[config.mk]
export PLATFORM = sky130hd
export DESIGN_NAME = sevenseg_scan_driver
export DESIGN_NICKNAME = d
export VERILOG_FILES = /design/src/rtl/sevenseg_scan_driver.sv
export SDC_FILE = /design/constraint.sdc
export NUM_CORES = 1
export LEC_CHECK = 0
export BUFFER_PORTS_ARGS = -buffer_cell sky130_fd_sc_hd__buf_2
export CAP_MARGIN = 5
export CORE_ASPECT_RATIO = 0.6
export CORE_UTILIZATION = 50
export CTS_BUF_LIST = sky130_fd_sc_hd__clkbuf_8
export CTS_CLUSTER_DIAMETER = 200
export DETAILED_ROUTE_END_ITERATION = 12
export GPL_ROUTABILITY_DRIVEN = 0
export GPL_TIMING_DRIVEN = 1
export PLACE_DENSITY = 0.76
export SETUP_SLACK_MARGIN = 0.5
export SLEW_MARGIN = 5
export SYNTH_ARGS = -nofsm -noshare
export SYNTH_HDL_FRONTEND = slang
export SYNTH_SLANG_ARGS = --single-unit
[constraint.sdc]
create_clock -name clock -period 4.4 [get_ports clock]
set_input_delay 0.66 -clock clock [delete_from_list [all_inputs] [get_ports clock]]
set_output_delay 0.66 -clock clock [all_outputs]
set_load 0.01 [all_outputs]
[src/rtl/sevenseg_scan_driver.sv]
`default_nettype none
// ============================================================================
// Module      : sevenseg_scan_driver
// Description : Scans a 16-bit hex value onto a 4-digit multiplexed 7-segment
//               display. The value is snapshotted once per scan frame so a
//               register write in the middle of a frame cannot tear the image.
// Revision    : 1.0 - initial release
// ============================================================================
module sevenseg_scan_driver #(
    parameter int SCAN_DIV       = 50000,
    parameter bit SEG_ACTIVE_LOW = 1'b1,
    parameter bit AN_ACTIVE_LOW  = 1'b1
) (
    input  logic        clock,
    input  logic        resetn,
    input  logic [15:0] data_in,
    input  logic        enable,
    input  logic        blank_lz,
    output logic [6:0]  seg,
    output logic [3:0]  an,
    output logic        frame_tick
);

    localparam logic [15:0] c_last_count = 16'(SCAN_DIV - 1);
    localparam logic [3:0]  c_an_off     = AN_ACTIVE_LOW ? 4'hF : 4'h0;
    localparam logic [6:0]  c_seg_off    = SEG_ACTIVE_LOW ? 7'h7F : 7'h00;

    generate
        if ((SCAN_DIV < 2) || (SCAN_DIV > 65535)) begin : g_bad_scan_div
            $error("sevenseg_scan_driver: SCAN_DIV must be in 2..65535");
        end
    endgenerate

    logic [15:0] r_prescaler;
    logic [1:0]  r_index;
    logic [15:0] r_shadow;
    logic        r_shadow_lz;
    logic        r_frame_tick;
    logic [3:0]  r_an;
    logic [6:0]  r_seg;

    logic        w_tick;
    logic        w_frame;
    logic [3:0]  w_nibble;
    logic [6:0]  w_seg_raw;
    logic [3:0]  w_an_onehot;
    logic        w_blank;

    // The tick already folds in enable, so a disable on the frame edge wins.
    assign w_tick  = enable && (r_prescaler == c_last_count);
    assign w_frame = w_tick && (r_index == 2'd3);

    // Prescaler and digit index; both parked at zero while disabled.
    always_ff @(posedge clock or negedge resetn) begin
        if (!resetn) begin
            r_prescaler <= 16'd0;
            r_index     <= 2'd0;
        end else if (!enable) begin
            r_prescaler <= 16'd0;
            r_index     <= 2'd0;
        end else begin
            r_prescaler <= (r_prescaler == c_last_count) ? 16'd0 : r_prescaler + 16'd1;
            if (w_tick) begin
                r_index <= r_index + 2'd1;
            end
        end
    end

    // Snapshot: tracks the input while dark, otherwise loads once per frame.
    always_ff @(posedge clock or negedge resetn) begin
        if (!resetn) begin
            r_shadow     <= 16'h0000;
            r_shadow_lz  <= 1'b0;
            r_frame_tick <= 1'b0;
        end else if (!enable) begin
            r_shadow     <= data_in;
            r_shadow_lz  <= blank_lz;
            r_frame_tick <= 1'b0;
        end else begin
            r_frame_tick <= w_frame;
            if (w_frame) begin
                r_shadow    <= data_in;
                r_shadow_lz <= blank_lz;
            end
        end
    end

    // Hex decode of the selected nibble plus leading-zero blanking decision.
    always_comb begin
        w_nibble    = r_shadow[{r_index, 2'b00} +: 4];
        w_an_onehot = 4'b0001 << r_index;
        w_seg_raw   = 7'h00;
        w_blank     = 1'b0;
        case (w_nibble)
            4'h0: w_seg_raw = 7'h3F;
            4'h1: w_seg_raw = 7'h06;
            4'h2: w_seg_raw = 7'h5B;
            4'h3: w_seg_raw = 7'h4F;
            4'h4: w_seg_raw = 7'h66;
            4'h5: w_seg_raw = 7'h6D;
            4'h6: w_seg_raw = 7'h7D;
            4'h7: w_seg_raw = 7'h07;
            4'h8: w_seg_raw = 7'h7F;
            4'h9: w_seg_raw = 7'h6F;
            4'hA: w_seg_raw = 7'h77;
            4'hB: w_seg_raw = 7'h7C;
            4'hC: w_seg_raw = 7'h39;
            4'hD: w_seg_raw = 7'h5E;
            4'hE: w_seg_raw = 7'h79;
            default: w_seg_raw = 7'h71;
        endcase
        case (r_index)
            2'd1:    w_blank = r_shadow_lz && (r_shadow[15:4] == 12'h000);
            2'd2:    w_blank = r_shadow_lz && (r_shadow[15:8] == 8'h00);
            2'd3:    w_blank = r_shadow_lz && (r_shadow[15:12] == 4'h0);
            default: w_blank = 1'b0;
        endcase
    end

    // Registered display outputs with polarity applied; a blanked digit keeps its anode.
    always_ff @(posedge clock or negedge resetn) begin
        if (!resetn) begin
            r_an  <= c_an_off;
            r_seg <= c_seg_off;
        end else if (!enable) begin
            r_an  <= c_an_off;
            r_seg <= c_seg_off;
        end else begin
            r_an  <= AN_ACTIVE_LOW ? ~w_an_onehot : w_an_onehot;
            if (w_blank) begin
                r_seg <= c_seg_off;
            end else begin
                r_seg <= SEG_ACTIVE_LOW ? ~w_seg_raw : w_seg_raw;
            end
        end
    end

    assign an         = r_an;
    assign seg        = r_seg;
    assign frame_tick = r_frame_tick;

endmodule
`default_nettype wire
==> key figures <==
Floorplan
  • Row count: 19
  • Io pins: 32
  • Starting Density: 52.55%
  • Chip Width: 92.11 um
  • Total core area: 4636 sq um
  • Die Ht: 56.07 um
  • Die Area: 5164 sq um

Flow run
  • Max_cap viols: 0

Critical path
  • Critical path endpoint category: flip-flop
  • Startpoint types: flip-flop
  • WS Path Type: flip-flop to flip-flop
  • WP data arrival: 2.57 ns
  • Worst Path Required: 4.61 ns
  • CP max FO: 11

Timing
  • Min Tclk post-route: 2.358 ns
  • Hold Vio Cnt, Final: 0
  • Slew of the pin with the lowest slew margin: 1.006 ns
  • Final setup fails: 0
  • Unrepaired setup endpoints after global routing: false
  • Relative slew slack: about a third
  • Final period utilization: approximately 54%
  • Final TNS setup: 0 ns
  • Max Slew Vio Count: 0
  • Highest Clock Rate: 424.1 MHz
  • Clock skew: about 0.012 ns

CTS
  • Setup repair bufs after CTS: 0
  • CTS buffer count: 5
  • Hold_buf cts: 0
  • CTS tree: done
  • CTS Sinks: 47
  • CTS H-tree lvls: 2
  • Latest clock arrival within the worst-skew pair: 0.30 ns
  • Post-cts repair resize count: 0
  • Clock slew at reported path FFs: 0.08 ns
  • Clock Path Buffers: 2
  • Root Buffer: clkbuf_8

GRT
  • Vias in the first global route: 1495
  • Initial antenna violation count: 0
  • Gr usage total: 19.38%
  • First-pass GRT wire length: 7.576 mm
  • Remaining Overflow, GRT: 0
  • Largest net degree at the start of global routing: 48

Layout
  • Post-Layout Cell Count: a little under 300
  • Filler Cell Count: 377
  • FF+latch area: 1190 sq um
  • Fraction of layout cells with a size suffix above 1: between 30% and 40%
  • Area of the multi-input gates: ~1200 sq um
  • Final nets: 264
  • # diodes: 0
  • Area growth from synthesis to layout: 12.48%
  • Final Cell Area: 2740 sq um

Logic synthesis
  • Most frequent cells after synthesis: dfrtp_1, nor2_1, nand2_1
  • Share of the synthesized area in the top cell type: 36.98%
  • Top-count cell post-synth: dfrtp_1
  • Post-synth EDFFs: 0
  • Share of flip-flops with an asynchronous set or reset: 100.0%
  • Synthesized area per cell: 12.18 sq um
  • Main flop type after synthesis: dfrtp_1
  • Post-synthesis sequential area ratio: 48.84%
  • Post-synth top area cell: dfrtp_1
  • Synth Register Bits: 47
  • Top post-synthesis cells by area: dfrtp_1, dfstp_2, mux2_4
  • Synth unique cells: 44
  • Net count after synthesis: roughly 230
  • Yosys warns: 0
  • Syn Std Cell Area: 2436 sq um
  • Post-synthesis cell count: 200

Pwr
  • Static leakage: 1.232 nW
  • Worst VDD drop: 0.2122 mV
  • Pwr per Cell Area: 340.9 nW/um^2

Detailed routing
  • Vias/cell: about 5.4
  • DRC: 0
  • Via count: 1595
  • 1st-pass router iterations: 6
  • Aggregate routed wire length: 4.472 mm
  • Wirelength per Cell: 15.06 um
  • Post-route ant nets: 0
  • Iter 0 DRT Violations: 88

Placement
  • PortBufs: 31
  • Dpl cells: 289
  • Dpl hpwl: 3.217 mm
  • Cell Area, Placed: roughly 2600 sq um

Worst hold path
  • HP Class: flip-flop to flip-flop

Status
  • Status: finished, final reports clean
[cell families after synthesis]
kind of cell    share of synthesized area (%)
compound gates                          5.291
simple gates                            14.64
mux                                     16.28
fa+ha+maj                               5.650
xor+xnor                                6.112
buf+inv                                 3.184
flops                                   48.84
[state kept, by name (all words and copies together) (netlist names)]
name	flops
an	4
r_shadow_lz	1
r_prescaler	16
seg	7
frame_tick	1
r_index	2
r_shadow	16
[report_power, final]
part	switching, mW	internal (mW)
clock	0.140	0.184
combinational	0.0671	0.0611
sequential	0.0176	0.464
total	0.225	0.709
[metrics by stage]
step                hold slack (ns)  setup slack, ns  power (mW)  utilization [%]
floorplan                    0.3644            2.512      0.5737                -
global placement             0.4671            2.177      0.6124            56.57
detailed placement           0.4790            2.118      0.6168            56.57
CTS                          0.4906            2.098      0.9430            59.11
global route                 0.5148            1.888      0.9799            59.11
finish                       0.4848            2.042      0.9341            59.11
[worst paths after layout]
check | start | slack (ns) | to | cells past startpoint
worst max register to register | r_index[1]$_DFFE_PN0P_ | 2.04 | seg[0]$_DFF_PN1_ | 7
max in group asynchronous | resetn | 3.26 | r_prescaler[10]$_DFF_PN0_ | 1
worst max-delay path | r_index[1]$_DFFE_PN0P_ | 2.04 | seg[0]$_DFF_PN1_ | 7
min in group asynchronous | resetn | 0.53 | r_shadow[0]$_DFFE_PN0P_ | 1
worst min register to register | r_prescaler[0]$_DFF_PN0_ | 0.48 | r_prescaler[0]$_DFF_PN0_ | 1
worst min-delay path | r_prescaler[0]$_DFF_PN0_ | 0.48 | r_prescaler[0]$_DFF_PN0_ | 1
[metal layers]
layer | vias up | wire, um | global-route usage [%]
met3 | 4 | 193 | 4.235
met1 | 791 | 2411 | 31.75
met4 | 0 | 27 | 6.473
li1 | 762 | - | -
met5 | - | 0 | 0
met2 | 38 | 1839 | 24.63
[critical path, cell delays in order (launching register included)]
cell,delay (ns)
dfrtp_1,0.61
mux4_2,0.63
inv_1,0.19
ha_1,0.24
inv_1,0.06
a311oi_1,0.25
a21oi_1,0.06
o21ai_0,0.22
[layout make-up]
| type | count | share of cell area (%) |
|---|---|---|
| clock buffers | 6 | 3.014 |
| clock inverters | 2 | 1.279 |
| well taps | 63 | 2.877 |
| flip-flops and latches | 47 | 43.42 |
| multi-input cells | 140 | 42.65 |
| repair buffers | 31 | 5.662 |
| inverters | 8 | 1.096 |
[cells in the final DEF (no fill, tap or decap), types with 3 or more instances in the layout]
cell | synthesis | final
dfrtp_1 | 36 | 36
buf_2 | 1 | 31
nor2_1 | 21 | 21
nand2_1 | 15 | 15
mux2_4 | 11 | 11
ha_1 | 11 | 11
dfstp_2 | 11 | 11
xor2_1 | 10 | 10
inv_1 | 8 | 8
mux2_2 | 8 | 8
nand3_1 | 8 | 8
xnor2_1 | 7 | 7
mux2i_1 | 6 | 6
clkbuf_8 | 0 | 6
a21oi_1 | 4 | 4
nor4_1 | 3 | 3
and2_1 | 3 | 3
and3_1 | 3 | 3
No activity file was read; power rests on OpenSTA's default activity.
